===== config.mk =====
export PLATFORM = sky130hd
export DESIGN_NAME = shift_sequencer_flat
export DESIGN_NICKNAME = d
export VERILOG_FILES = /design/src/rtl/shift_sequencer_if.sv /design/src/rtl/shift_sequencer.sv /design/src/flat_wrapper.sv
export SDC_FILE = /design/constraint.sdc
export NUM_CORES = 1
export LEC_CHECK = 0
export CORE_UTILIZATION = 57
export CTS_BUF_LIST = sky130_fd_sc_hd__clkbuf_4
export DETAILED_ROUTE_END_ITERATION = 6
export PLACE_DENSITY = 0.86
export SLEW_MARGIN = 20
export SYNTH_ARGS = -nofsm -noshare
export SYNTH_HDL_FRONTEND = slang
export SYNTH_SLANG_ARGS = --single-unit

===== constraint.sdc =====
create_clock -name clk -period 4.5 [get_ports clk]
set_clock_uncertainty 0.15 [all_clocks]
set_input_delay 0.675 -clock clk [delete_from_list [all_inputs] [get_ports clk]]
set_output_delay 0.675 -clock clk [all_outputs]
set_load 0.02 [all_outputs]

===== src/rtl/shift_sequencer_if.sv =====
// Start handshake and shifter-drive bundle for shift_sequencer.
// The requester owns the start/stop side; the sequencer owns the shifter drive and status.
interface shift_sequencer_if #(
    parameter int unsigned DWIDTH = 4,
    parameter int unsigned SWIDTH = 2,
    parameter int unsigned PW     = 8
);
    logic              start_valid;
    logic              start_ready;
    logic [DWIDTH-1:0] start_data;
    logic              start_mode;
    logic [PW-1:0]     start_period;
    logic              stop;
    logic [DWIDTH-1:0] sh_in;
    logic [SWIDTH-1:0] sh_shift;
    logic              step_valid;
    logic              busy;
    logic              done;

    modport master (
        output start_valid, start_data, start_mode, start_period, stop,
        input  start_ready, sh_in, sh_shift, step_valid, busy, done
    );

    modport slave (
        input  start_valid, start_data, start_mode, start_period, stop,
        output start_ready, sh_in, sh_shift, step_valid, busy, done
    );
endinterface


===== src/rtl/shift_sequencer.sv =====
// Stimulus sequencer for a rotate-right shifter: walks the shift amount through a full sweep
// at a programmable step rate, optionally stepping the data word left after each sweep.
module shift_sequencer #(
    parameter int unsigned DWIDTH = 4,
    parameter int unsigned SWIDTH = 2,
    parameter int unsigned PW     = 8
) (
    input logic              clk,
    input logic              rst,
    shift_sequencer_if.slave bus
);
    localparam int unsigned       WCW       = (DWIDTH > 1) ? $clog2(DWIDTH) : 1;
    localparam logic [SWIDTH-1:0] SHIFT_MAX = {SWIDTH{1'b1}};
    localparam logic [WCW-1:0]    WCNT_LAST = WCW'(DWIDTH - 1);

    typedef enum logic [0:0] {StIdle, StRun} state_e;

    state_e            r_state;
    state_e            w_state_next;
    logic [DWIDTH-1:0] r_sh_in;
    logic [SWIDTH-1:0] r_sh_shift;
    logic              r_step_valid;
    logic              r_done;
    logic [PW-1:0]     r_div;
    logic [PW-1:0]     r_period;
    logic [WCW-1:0]    r_wcnt;
    logic              r_mode;

    logic w_accept;
    logic w_boundary;
    logic w_at_max;
    logic w_walk_more;
    logic w_finish;

    // Decode handshake and step-boundary events; stop masks the boundary so it always wins.
    always_comb begin
        w_accept    = (r_state == StIdle) && bus.start_valid;
        w_boundary  = (r_state == StRun) && !bus.stop && (r_div == '0);
        w_at_max    = (r_sh_shift == SHIFT_MAX);
        w_walk_more = r_mode && (r_wcnt < WCNT_LAST);
        w_finish    = w_boundary && w_at_max && !w_walk_more;
    end

    // State register.
    always_ff @(posedge clk or posedge rst) begin
        if (rst) begin
            r_state <= StIdle;
        end else begin
            r_state <= w_state_next;
        end
    end

    // Next-state logic: start only from idle, leave run on stop or on the final boundary.
    always_comb begin
        w_state_next = r_state;
        unique case (r_state)
            StIdle: if (bus.start_valid) w_state_next = StRun;
            StRun:  if (bus.stop || w_finish) w_state_next = StIdle;
        endcase
    end

    // Datapath: load on accept, count down the divider, advance shift/word on each boundary.
    always_ff @(posedge clk or posedge rst) begin
        if (rst) begin
            r_sh_in      <= '0;
            r_sh_shift   <= '0;
            r_step_valid <= 1'b0;
            r_done       <= 1'b0;
            r_div        <= '0;
            r_period     <= '0;
            r_wcnt       <= '0;
            r_mode       <= 1'b0;
        end else begin
            r_step_valid <= 1'b0;
            r_done       <= 1'b0;
            if (w_accept) begin
                r_sh_in      <= bus.start_data;
                r_sh_shift   <= '0;
                r_wcnt       <= '0;
                r_mode       <= bus.start_mode;
                r_period     <= bus.start_period;
                r_div        <= bus.start_period;
                r_step_valid <= 1'b1;
            end else if (r_state == StRun && !bus.stop) begin
                if (r_div != '0) begin
                    r_div <= r_div - PW'(1);
                end else begin
                    r_div <= r_period;
                    if (!w_at_max) begin
                        r_sh_shift   <= r_sh_shift + SWIDTH'(1);
                        r_step_valid <= 1'b1;
                    end else if (w_walk_more) begin
                        // Zero fill: bits walked off the MSB are lost, later words may be zero.
                        r_sh_in      <= r_sh_in << 1;
                        r_sh_shift   <= '0;
                        r_wcnt       <= r_wcnt + WCW'(1);
                        r_step_valid <= 1'b1;
                    end else begin
                        // sh_in/sh_shift deliberately hold their last step values.
                        r_done <= 1'b1;
                    end
                end
            end
        end
    end

    // Outputs: ready/busy decode straight from state so ready reads 1 throughout reset.
    always_comb begin
        bus.start_ready = (r_state == StIdle);
        bus.busy        = (r_state == StRun);
        bus.sh_in       = r_sh_in;
        bus.sh_shift    = r_sh_shift;
        bus.step_valid  = r_step_valid;
        bus.done        = r_done;
    end
endmodule


===== src/flat_wrapper.sv =====
// flat-port wrapper written by rule: the top's interface ports become plain ports
module shift_sequencer_flat 
#(
    parameter int unsigned DWIDTH = 4,
    parameter int unsigned SWIDTH = 2,
    parameter int unsigned PW     = 8
)
  (clk, rst, bus_start_valid, bus_start_data, bus_start_mode, bus_start_period, bus_stop, bus_start_ready, bus_sh_in, bus_sh_shift, bus_step_valid, bus_busy, bus_done);
  shift_sequencer_if #(.DWIDTH(DWIDTH), .SWIDTH(SWIDTH), .PW(PW)) bus_i ();
  input logic clk;
  input logic rst;
  input wire logic [$bits(bus_i.start_valid)-1:0] bus_start_valid;
  input wire logic [$bits(bus_i.start_data)-1:0] bus_start_data;
  input wire logic [$bits(bus_i.start_mode)-1:0] bus_start_mode;
  input wire logic [$bits(bus_i.start_period)-1:0] bus_start_period;
  input wire logic [$bits(bus_i.stop)-1:0] bus_stop;
  output wire logic [$bits(bus_i.start_ready)-1:0] bus_start_ready;
  output wire logic [$bits(bus_i.sh_in)-1:0] bus_sh_in;
  output wire logic [$bits(bus_i.sh_shift)-1:0] bus_sh_shift;
  output wire logic [$bits(bus_i.step_valid)-1:0] bus_step_valid;
  output wire logic [$bits(bus_i.busy)-1:0] bus_busy;
  output wire logic [$bits(bus_i.done)-1:0] bus_done;
  assign bus_i.start_valid = bus_start_valid;
  assign bus_i.start_data = bus_start_data;
  assign bus_i.start_mode = bus_start_mode;
  assign bus_i.start_period = bus_start_period;
  assign bus_i.stop = bus_stop;
  assign bus_start_ready = bus_i.start_ready;
  assign bus_sh_in = bus_i.sh_in;
  assign bus_sh_shift = bus_i.sh_shift;
  assign bus_step_valid = bus_i.step_valid;
  assign bus_busy = bus_i.busy;
  assign bus_done = bus_i.done;
  shift_sequencer #(.DWIDTH(DWIDTH), .SWIDTH(SWIDTH), .PW(PW)) u_core (.clk(clk), .rst(rst), .bus(bus_i));
endmodule

==> impl_metrics.env <==
export IMPL_final_common_cell="sky130_fd_sc_hd__nand2_1"
export IMPL_critical_path_buf_inv_count=0
export IMPL_clockRootBuffer="sky130_fd_sc_hd__clkbuf_4"
export IMPL_route_detailed_drc=0
export IMPL_critical_path_slowest_cell="sky130_fd_sc_hd__or4_1"
export IMPL_postRouteWirelength_mm=3.197
export IMPL_vias=1236
export IMPL_fp_row_count=17
export IMPL_postLayoutCellArea_mm2=0.001739
export IMPL_timing_max_slew_rel_slack_pct=46.32
export IMPL_synthDistinctLibCells=37
export IMPL_setup_violations=0
export IMPL_synth_edf_count=0
export IMPL_synth_yosys_seq_area_share_pct=48.32
export IMPL_detail_route_iter0_violations=39
export IMPL_cts_max_level=1
export IMPL_cts_hold_buffers_added=0
export IMPL_timing_critical_path_slowest_cell_delay_ps=710
export IMPL_global_route_usage_total_pct=27.52
export IMPL_critical_path_cell_chain="or4_1 > or4_1 > or3_1 > a21oi_1"
export IMPL_cap_violations=0
export IMPL_clkLatencyLatePin_ps=340
export IMPL_timing_critical_path_to_type="flip-flop"
export IMPL_ctsResizeCount=0
export IMPL_avgViaCountPerCell=5.942
export IMPL_grt_pass1_wl_mm=5.568
export IMPL_critical_path_startpoint="u_core.r_div[2]"
export IMPL_antenna_cells=0
export IMPL_clk_pin_slew_ps=160
export IMPL_dpl_cell_area_mm2=0.001713
export IMPL_worst_ir_drop_vdd_mv=0.3375
export IMPL_totalNegativeSetupSlack_ps=0
export IMPL_io_pin_count=27
export IMPL_synth_seq_cells=28
export IMPL_final_max_slew_violation_count=0
export IMPL_worst_setup_path_start_kind="flip-flop"
export IMPL_placed_cells=204
export IMPL_grt_setup_unrepaired="no"
export IMPL_timing_critical_path_arrival_ps=2690
export IMPL_fin_total_pwr_mw=0.7086
export IMPL_wl_per_cell_um=15.37
export IMPL_syn_cell_area_mm2=0.001450
export IMPL_place_hpwl_mm=2.273
export IMPL_cp_required_ps=4620
export IMPL_fp_coreArea_mm2=0.002297
export IMPL_tritoncts_clock_tree="built"
export IMPL_post_route_worst_setup_slack_ps=1925
export IMPL_run_status="complete, no violations"
export IMPL_final_net_count=202
export IMPL_cpMostUsedCell="sky130_fd_sc_hd__or4_1"
export IMPL_mostFrequentLayoutCells="sky130_fd_sc_hd__nand2_1, sky130_fd_sc_hd__dfrtp_1, sky130_fd_sc_hd__clkdlybuf4s50_1"
export IMPL_cell_type_with_the_highest_aggregate_area_in_the_netlist="sky130_fd_sc_hd__dfrtp_1"
export IMPL_max_clock_freq_mhz=388.3
export IMPL_timing_critical_path_fanout_max=9
export IMPL_grt_antenna_before_repair=0
export IMPL_postSynthAreaPerCell_um2=9.120
export IMPL_timing_worst_slew_pin_value_ps=798.6
export IMPL_port_buffers=26
export IMPL_gp_routability_congestion=0.8733
export IMPL_synth_area_top_cells="sky130_fd_sc_hd__dfrtp_1, sky130_fd_sc_hd__nand2_1, sky130_fd_sc_hd__ha_1"
export IMPL_drive_above_1_share_pct=3.333
export IMPL_layout_cells_non_filler=208
export IMPL_hold_ws_ps=351.4
export IMPL_final_hold_viol_count=0
export IMPL_most_used_flip_flop_cell_after_synthesis="sky130_fd_sc_hd__dfrtp_1"
export IMPL_cts_buffers_inserted=3
export IMPL_syn_inst=159
export IMPL_ys_warn_count=0
export IMPL_multiInputGateArea_um2=679.4
export IMPL_full_die_area_mm2=0.002750
export IMPL_dp_slack_ps=1644
export IMPL_via_count_of_the_first_global_routing_pass=1333
export IMPL_crit_type="reg2reg"
export IMPL_r2r_start="u_core.r_div[2]"
export IMPL_fp_dieH_um=52.44
export IMPL_dr_pass1_iters=4
export IMPL_grt_remaining_overflow=0
export IMPL_cts_post_setup_buffers_inserted=0
export IMPL_final_seq_area_um2=700.7
export IMPL_postLayoutCoreUtil_pct=75.71
export IMPL_fin_crit_ps=2575
export IMPL_initial_utilization_pct=63.13
export IMPL_nFillCells=183
export IMPL_ant_nets=0
export IMPL_min_period_over_period_pct=57.23
export IMPL_power_per_cell_area_mw_per_mm2=407.4
export IMPL_worst_hold_path_type="reg2reg"
export IMPL_grt_max_degree=29
export IMPL_worst_path_dominant_cell_family="simple AND/OR/NAND/NOR gates"
export IMPL_worstHoldStart="u_core.r_period[3]"
export IMPL_synthDominantCellAreaShare_pct=48.32
export IMPL_cts_root_to_sink_buffers=2
export IMPL_syn_nets=180
export IMPL_cts_sink_count=28
export IMPL_die_w_um=52.44
export IMPL_power_leakage_nw=0.7987
export IMPL_area_growth_pct=19.93
export IMPL_share_of_async_settable_or_async_resettable_flops_after_synthesis_pct=100.0
==> per-layer routing <==
layer / wire [µm] / vias up / track usage [%] / share of wire (%)
met2: 1696 / 42 / 52.74 / 53
met5: 0 / - / 0 / 0
met4: 38 / 0 / 10.53 / 1.2
li1: - / 589 / - / -
met3: 145 / 6 / 2.899 / 4.5
met1: 1317 / 599 / 30.47 / 41
==> tightest hold or removal path, cell delays in order (launching register included) <==
cell and delay [ps]:
sky130_fd_sc_hd__dfrtp_1 380, sky130_fd_sc_hd__nand2_1 50, sky130_fd_sc_hd__nand2_1 60
==> area by class of cell <==
class,instances,share of cell area (%)
inverter,8,1.727
clock buffer,3,1.295
multi-input combinational,113,39.06
sequential,28,40.29
clock inverter,1,0.2158
timing repair buffer,27,15.40
tap,28,2.014
==> kinds of logic (layout without fill, tap and decap cells) <==
| kind of cell | Yosys count | in the layout | share of synthesized area, % |
|---|---|---|---|
| AOI/OAI and AO/OA | 29 | 29 | 13.29 |
| xor gates and xnor gates | 4 | 4 | 2.416 |
| adders and majority gates | 4 | 4 | 3.451 |
| buffers and inverters | 18 | 39 | 4.832 |
| DFF | 28 | 28 | 48.32 |
| muxes | 5 | 5 | 3.538 |
| and+or+nand+nor | 71 | 71 | 24.16 |
==> state kept, by name (all words and copies together), names as in the netlist <==
name and flops:
u_core.bus.step_valid 1, u_core.bus.busy 1, u_core.r_wcnt 2, u_core.r_period 8
u_core.bus.sh_shift 2, u_core.bus.done 1, u_core.r_mode 1, u_core.bus.sh_in 4
u_core.r_div 8
==> report_power, final <==
| group | switching [mW] | internal (mW) | total (mW) |
|---|---|---|---|
| clock network | 0.0782 | 0.0326 | 0.111 |
| logic | 0.127 | 0.111 | 0.238 |
| registers | 0.0560 | 0.304 | 0.360 |
==> synth_stat cells, drive strengths merged, types with 2 or more instances <==
master	count
o211ai	2
or3	2
a21boi	2
nand3	6
or4	3
nand2	35
dfrtp	28
ha	4
inv	8
mux2i	4
nand3b	4
a21oi	3
o21ai	8
a22oi	4
buf	3
clkbuf	7
o21a	2
nor2	7
nor3	4
o31ai	2
nand2b	3
nor2b	2
xor2	3
==> final timing paths <==
check	endpoint	slack [ps]	cells after the start
min in group asynchronous	u_core.bus.sh_in[1]	540	2
min	u_core.r_period[3]	350	2
min reg2reg	u_core.r_period[3]	350	2
max	u_core.bus.sh_shift[0]	1920	4
max in group asynchronous	u_core.bus.sh_shift[0]	3270	2
max reg2reg	u_core.bus.sh_shift[0]	1920	4
(Power assumes the default switching activity.)
